[src/rtl/uart_rx_fifo.sv]
// 8N1 UART receiver with byte FIFO behind a 3-register PicoRV32 bus window (DIV, DATA, STATUS).
// Every access acks one cycle after acceptance; a full FIFO drops incoming bytes and latches overrun.
module uart_rx_fifo #(
    parameter logic [31:0] BASE_ADDR  = 32'h0200_0010,
    parameter int          DEPTH_LOG2 = 4,
    parameter logic [31:0] DIV_RESET  = 32'd104
) (
    input  logic        clk,
    input  logic        resetn,
    input  logic        mem_valid,
    input  logic [31:0] mem_addr,
    input  logic [31:0] mem_wdata,
    input  logic [3:0]  mem_wstrb,
    output logic        sel,
    output logic        ready,
    output logic [31:0] rdata,
    input  logic        ser_rx,
    output logic        irq
);
    localparam int DEPTH = 2 ** DEPTH_LOG2;
    localparam logic [DEPTH_LOG2-1:0] PTR_ONE = DEPTH_LOG2'(1);
    localparam logic [DEPTH_LOG2:0]   CNT_ONE = (DEPTH_LOG2 + 1)'(1);

    typedef enum logic [2:0] {S_IDLE, S_START, S_DATA, S_STOP, S_WAIT_HIGH} rx_state_t;

    logic [31:0]           div;
    logic [31:0]           eff_div;
    logic                  sync1, rx_s;
    rx_state_t             state;
    logic [31:0]           bit_cnt;
    logic [2:0]            bit_idx;
    logic [7:0]            shreg;
    logic                  push_vld;
    logic                  frame_err;
    logic [7:0]            fifo_mem [DEPTH];
    logic [DEPTH_LOG2-1:0] rd_ptr, wr_ptr;
    logic [DEPTH_LOG2:0]   count;
    logic                  overrun, framing;
    logic                  accept, is_read, full, empty, pop, push_ok;
    logic                  clr_ovr, clr_frm;
    logic                  unused;

    assign unused  = ^mem_addr[1:0];
    assign sel     = mem_valid && (mem_addr[31:4] == BASE_ADDR[31:4]) && (mem_addr[3:2] != 2'b11);
    assign accept  = sel && !ready;
    assign is_read = (mem_wstrb == 4'b0000);
    assign eff_div = (div < 32'd4) ? 32'd4 : div;
    assign full    = (count == DEPTH[DEPTH_LOG2:0]);
    assign empty   = (count == '0);
    assign pop     = accept && is_read && (mem_addr[3:2] == 2'b01) && !empty;
    // A pop on the same edge frees a slot, so a push into a full FIFO still lands.
    assign push_ok = push_vld && (!full || pop);
    assign clr_ovr = accept && (mem_addr[3:2] == 2'b10) && mem_wstrb[1] && mem_wdata[8];
    assign clr_frm = accept && (mem_addr[3:2] == 2'b10) && mem_wstrb[1] && mem_wdata[9];

    always_ff @(posedge clk) begin
        if (!resetn) begin
            ready <= 1'b0;
            rdata <= '0;
            div   <= DIV_RESET;
        end else begin
            ready <= accept;
            rdata <= '0;
            if (accept) begin
                case (mem_addr[3:2])
                    2'b00: begin
                        if (is_read) rdata <= div;
                        for (int i = 0; i < 4; i++)
                            if (mem_wstrb[i]) div[8*i +: 8] <= mem_wdata[8*i +: 8];
                    end
                    2'b01: begin
                        if (is_read)
                            rdata <= empty ? 32'hFFFF_FFFF : {23'b0, 1'b1, fifo_mem[rd_ptr]};
                    end
                    2'b10: begin
                        if (is_read)
                            rdata <= {22'b0, framing, overrun, 3'b0, 5'(count)};
                    end
                    default: rdata <= '0;
                endcase
            end
        end
    end

    always_ff @(posedge clk) begin
        if (!resetn) begin
            sync1     <= 1'b1;
            rx_s      <= 1'b1;
            state     <= S_IDLE;
            bit_cnt   <= '0;
            bit_idx   <= '0;
            shreg     <= '0;
            push_vld  <= 1'b0;
            frame_err <= 1'b0;
        end else begin
            sync1     <= ser_rx;
            rx_s      <= sync1;
            push_vld  <= 1'b0;
            frame_err <= 1'b0;
            case (state)
                S_IDLE: begin
                    if (!rx_s) begin
                        bit_cnt <= (eff_div >> 1) - 32'd1;
                        state   <= S_START;
                    end
                end
                S_START: begin
                    if (bit_cnt != '0) begin
                        bit_cnt <= bit_cnt - 32'd1;
                    end else if (!rx_s) begin
                        bit_cnt <= eff_div - 32'd1;
                        bit_idx <= '0;
                        state   <= S_DATA;
                    end else begin
                        state <= S_IDLE;
                    end
                end
                S_DATA: begin
                    if (bit_cnt != '0) begin
                        bit_cnt <= bit_cnt - 32'd1;
                    end else begin
                        shreg[bit_idx] <= rx_s;
                        bit_cnt        <= eff_div - 32'd1;
                        if (bit_idx == 3'd7) state <= S_STOP;
                        else                 bit_idx <= bit_idx + 3'd1;
                    end
                end
                S_STOP: begin
                    if (bit_cnt != '0) begin
                        bit_cnt <= bit_cnt - 32'd1;
                    end else if (rx_s) begin
                        push_vld <= 1'b1;
                        state    <= S_IDLE;
                    end else begin
                        frame_err <= 1'b1;
                        state     <= S_WAIT_HIGH;
                    end
                end
                S_WAIT_HIGH: begin
                    if (rx_s) state <= S_IDLE;
                end
                default: state <= S_IDLE;
            endcase
        end
    end

    always_ff @(posedge clk) begin
        if (push_ok) fifo_mem[wr_ptr] <= shreg;
    end

    always_ff @(posedge clk) begin
        if (!resetn) begin
            rd_ptr  <= '0;
            wr_ptr  <= '0;
            count   <= '0;
            overrun <= 1'b0;
            framing <= 1'b0;
            irq     <= 1'b0;
        end else begin
            if (push_ok) wr_ptr <= wr_ptr + PTR_ONE;
            if (pop)     rd_ptr <= rd_ptr + PTR_ONE;
            if (push_ok && !pop)      count <= count + CNT_ONE;
            else if (!push_ok && pop) count <= count - CNT_ONE;
            if (clr_ovr)                      overrun <= 1'b0;
            else if (push_vld && full && !pop) overrun <= 1'b1;
            if (clr_frm)        framing <= 1'b0;
            else if (frame_err) framing <= 1'b1;
            irq <= !empty || overrun;
        end
    end
endmodule
[config.mk]
export PLATFORM = sky130hd
export DESIGN_NAME = uart_rx_fifo
export DESIGN_NICKNAME = d
export VERILOG_FILES = /design/src/rtl/uart_rx_fifo.sv
export SDC_FILE = /design/constraint.sdc
export NUM_CORES = 1
export LEC_CHECK = 0
export CAP_MARGIN = 20
export CORE_MARGIN = 10
export CORE_UTILIZATION = 25
export CTS_CLUSTER_SIZE = 25
export DETAILED_ROUTE_END_ITERATION = 8
export PLACE_DENSITY = 0.45
export SLEW_MARGIN = 20
export SYNTH_ARGS = -nofsm -noshare
export SYNTH_HDL_FRONTEND = slang
export SYNTH_SLANG_ARGS = --single-unit
[constraint.sdc]
create_clock -name clk -period 11.8 [get_ports clk]
set_clock_uncertainty 0.15 [all_clocks]
set_input_delay 2.95 -clock clk [delete_from_list [all_inputs] [get_ports clk]]
set_output_delay 2.95 -clock clk [all_outputs]
set_load 0.02 [all_outputs]
==> flow_metrics.tcl <==
set metrics [dict create \
    ys.flop_type "dfxtp_1" \
    clock_latency_ns 0.58 \
    worstHoldPathType "reg2reg" \
    worstPathArrival_ns 5.26 \
    timing.rr.start "div[24]$_SDFFE_PN0P_" \
    vias 9416 \
    die_x_um 246.0 \
    io-pin-count 107 \
    syn_inst 1195 \
    hpwl_mm 26.59 \
    core_sq_um 50380 \
    die-area_sq_um 60540 \
    min-delay-start "sync1$_SDFF_PN1_" \
    post-route-cell-area_sq_um 15450 \
    grt_setup_unrepaired "false" \
    max-cap-violations 0 \
    synth-async-reset-ratio 0 \
    drt_iter0_markers 538 \
    die_height_um 246.0 \
    drv_slew 0 \
    vias_per_cell 4.834 \
    num_antenna_cells 0 \
    cts-htree-levels 1 \
    max_freq_mhz 119.6 \
    ys_types 82 \
    routed_wl_mm 37.24 \
    period_needed_ns 8.360 \
    rows 82 \
    power_density_nw_per_um2 137.0 \
    cts_tree "done" \
    cts_setup_buffers 0 \
    netlist_area_sq_um 12770 \
    p_leak_uw 0.005029 \
    register_area_sq_um 6549 \
    grt_overflow_total 0 \
    drc_errors 0 \
    crit_required_ns 8.70 \
    worst-r2r-setup-slack_ns 7.01 \
    finalCritPeriodShare 0.7085 \
    max_slew_margin 0.3472 \
    ant_nets 0 \
    numCtsBuffers 28 \
    setup-violations-final 0 \
    syn_area_per_cell_sq_um 10.69 \
    ff2ff_path_depth 13 \
    yosys_warnings 0 \
    hold_path_depth 1 \
    path_max_fanout 17 \
    cts_resized 0 \
    syn_to_final_growth_pct 20.94 \
    synth_edf_count 128 \
    post_drt_wl_per_cell_um 19.12 \
    clk_path_buf_depth 3 \
    critPathCaptureType "output pin" \
    finalHoldViolations 0 \
    fillers 5143 \
    portBuffers 104 \
    fin_tns_setup_ns 0 \
    placed_area_sq_um 14430 \
    grt_pass1_vias 9576 \
    outcome "complete, no violations" \
    ir_worst_vdd_uv 106.0 \
    synth_fp_nets 1283 \
    synth_seq_cells 263 \
    grt_max_degree 53 \
    gr-usage-all-layers 0.1194 \
    final_nets 1342 \
    gp_congestion 0.8095 \
    startpoint_type "input pin" \
    reg2reg_to "bit_cnt[19]$_SDFFE_PN0P_" \
    clk_pin_slew_worst_paths_ns 0.06 \
    ys_seq_area_frac 0.5125 \
    cts_hold_buf 0 \
    initial_core_util 0.2536 \
    path_class "in2out" \
    multi_input_area_sq_um 5841 \
    min_to "rx_s$_SDFF_PN1_" \
    drt_pass1_iterations 5 \
    max_slew.worst_pin.slew_ns 0.9781 \
    cts_root_buf "clkbuf_16" \
    drive_gt1_frac 0.1066 \
    grt_pass1_wl_mm 57.41 \
    antenna_found_initial 0 \
    cts.sinks 263 \
]
## stage by stage
stage | setup slack, ns | std cells | total power [uW] | hold slack [ns] | utilization
floorplan | 4.792 | 1195 | 1095 | 0.2363 | -
CTS | 3.406 | 1948 | 2142 | 0.2656 | 0.3067
global placement | 3.422 | 1896 | 1160 | 0.2441 | 0.2864
finish | 3.440 | 1948 | 2116 | 0.2586 | 0.3067
detailed placement | 3.432 | 1896 | 1161 | 0.2507 | 0.2864
global route | 3.302 | 1948 | 2201 | 0.2862 | 0.3067
## cell type report
| class | count | area share |
|---|---|---|
| Sequential cell | 263 | 0.4239 |
| Multi-Input combinational cell | 830 | 0.3781 |
| Timing Repair Buffer | 120 | 0.07484 |
| Tap cell | 672 | 0.05443 |
| Clock buffer | 35 | 0.04900 |
| Clock inverter | 17 | 0.01709 |
| Inverter | 11 | 0.002673 |
## cells in the final DEF, fill, tap and decap left out, types with 35 or more instances in the layout
cell and count:
edfxtp_1 128, nand3_1 44, o21ai_0 41, xnor2_1 37
nand2_1 117, a21oi_1 67, nor2_1 97, mux4_2 40
a21boi_0 39, nor3_1 35, dfxtp_1 133, clkdlybuf4s50_1 103
xor2_1 43
## worst max-delay path by stage
stage	depth (start not counted)	endpoint	startpoint
finish	5	sel	mem_addr[3]
global route	5	sel	mem_addr[3]
CTS	5	sel	mem_addr[3]
detailed placement	5	sel	mem_addr[3]
global placement	5	sel	mem_addr[3]
floorplan	4	sel	mem_addr[3]
## Yosys cell counts (18+ instances only)
master	number	area, sq um
mux4_2	40	900.9
xor2_1	43	376.6
xnor2_1	37	324.1
a21boi_0	39	292.8
nand2_1	117	439.2
nand3_1	44	220.2
a21oi_1	67	335.3
nor4_1	24	150.1
mux2i_1	18	180.2
dfxtp_1	135	2703
nor2_1	98	367.9
o21ai_0	41	205.2
clkbuf_1	65	244.0
nor3_1	36	180.2
nor2b_1	19	118.9
edfxtp_1	128	3844
## kinds of logic after synthesis
logic type                 count (synthesis)  share of synthesized area
muxes                                     58                    0.08463
buffers and inverters                    102                    0.03272
xor gates and xnor gates                  80                    0.05485
AOI/OAI and AO/OA                        234                     0.1196
adders and majority gates                 16                    0.01626
and+or+nand+nor                          442                     0.1795
DFF                                      263                     0.5125
## layer usage
metal | track usage | vias to the layer above | part of all wire
met5 | 0 | - | 0
met1 | 0.1523 | 4684 | 0.44
met4 | 0.02741 | 0 | 0.020
li1 | - | 4509 | -
met2 | 0.2070 | 176 | 0.50
met3 | 0.01948 | 47 | 0.040
## worst max-delay path, cell delays in order
cell and delay [ns]:
clkdlybuf4s50_1 0.85, a211oi_1 0.42, nand4_1 0.24, nor2_1 0.15
clkdlybuf4s50_1 0.63
## state kept, by name, summed over array words and instances, names as in the netlist, named ones only
signal,flops
irq,1
framing,1
rx_s,1
wr_ptr,4
sync1,1
push_vld,1
fifo_mem,128
state,3
frame_err,1
shreg,8
overrun,1
bit_cnt,32
rd_ptr,4
count,5
ready,1
bit_idx,3
div,32
rdata,32
## where the power goes
group | total [uW] | internal (uW) | leakage (uW) | switching, uW
clock network | 973 | 588 | 0.000497 | 385
registers | 967 | 956 | 0.00228 | 10.8
logic | 175 | 69.5 | 0.00226 | 106
total | 2120 | 1610 | 0.00503 | 502
Note: power is estimated with default switching activity, not from simulation.
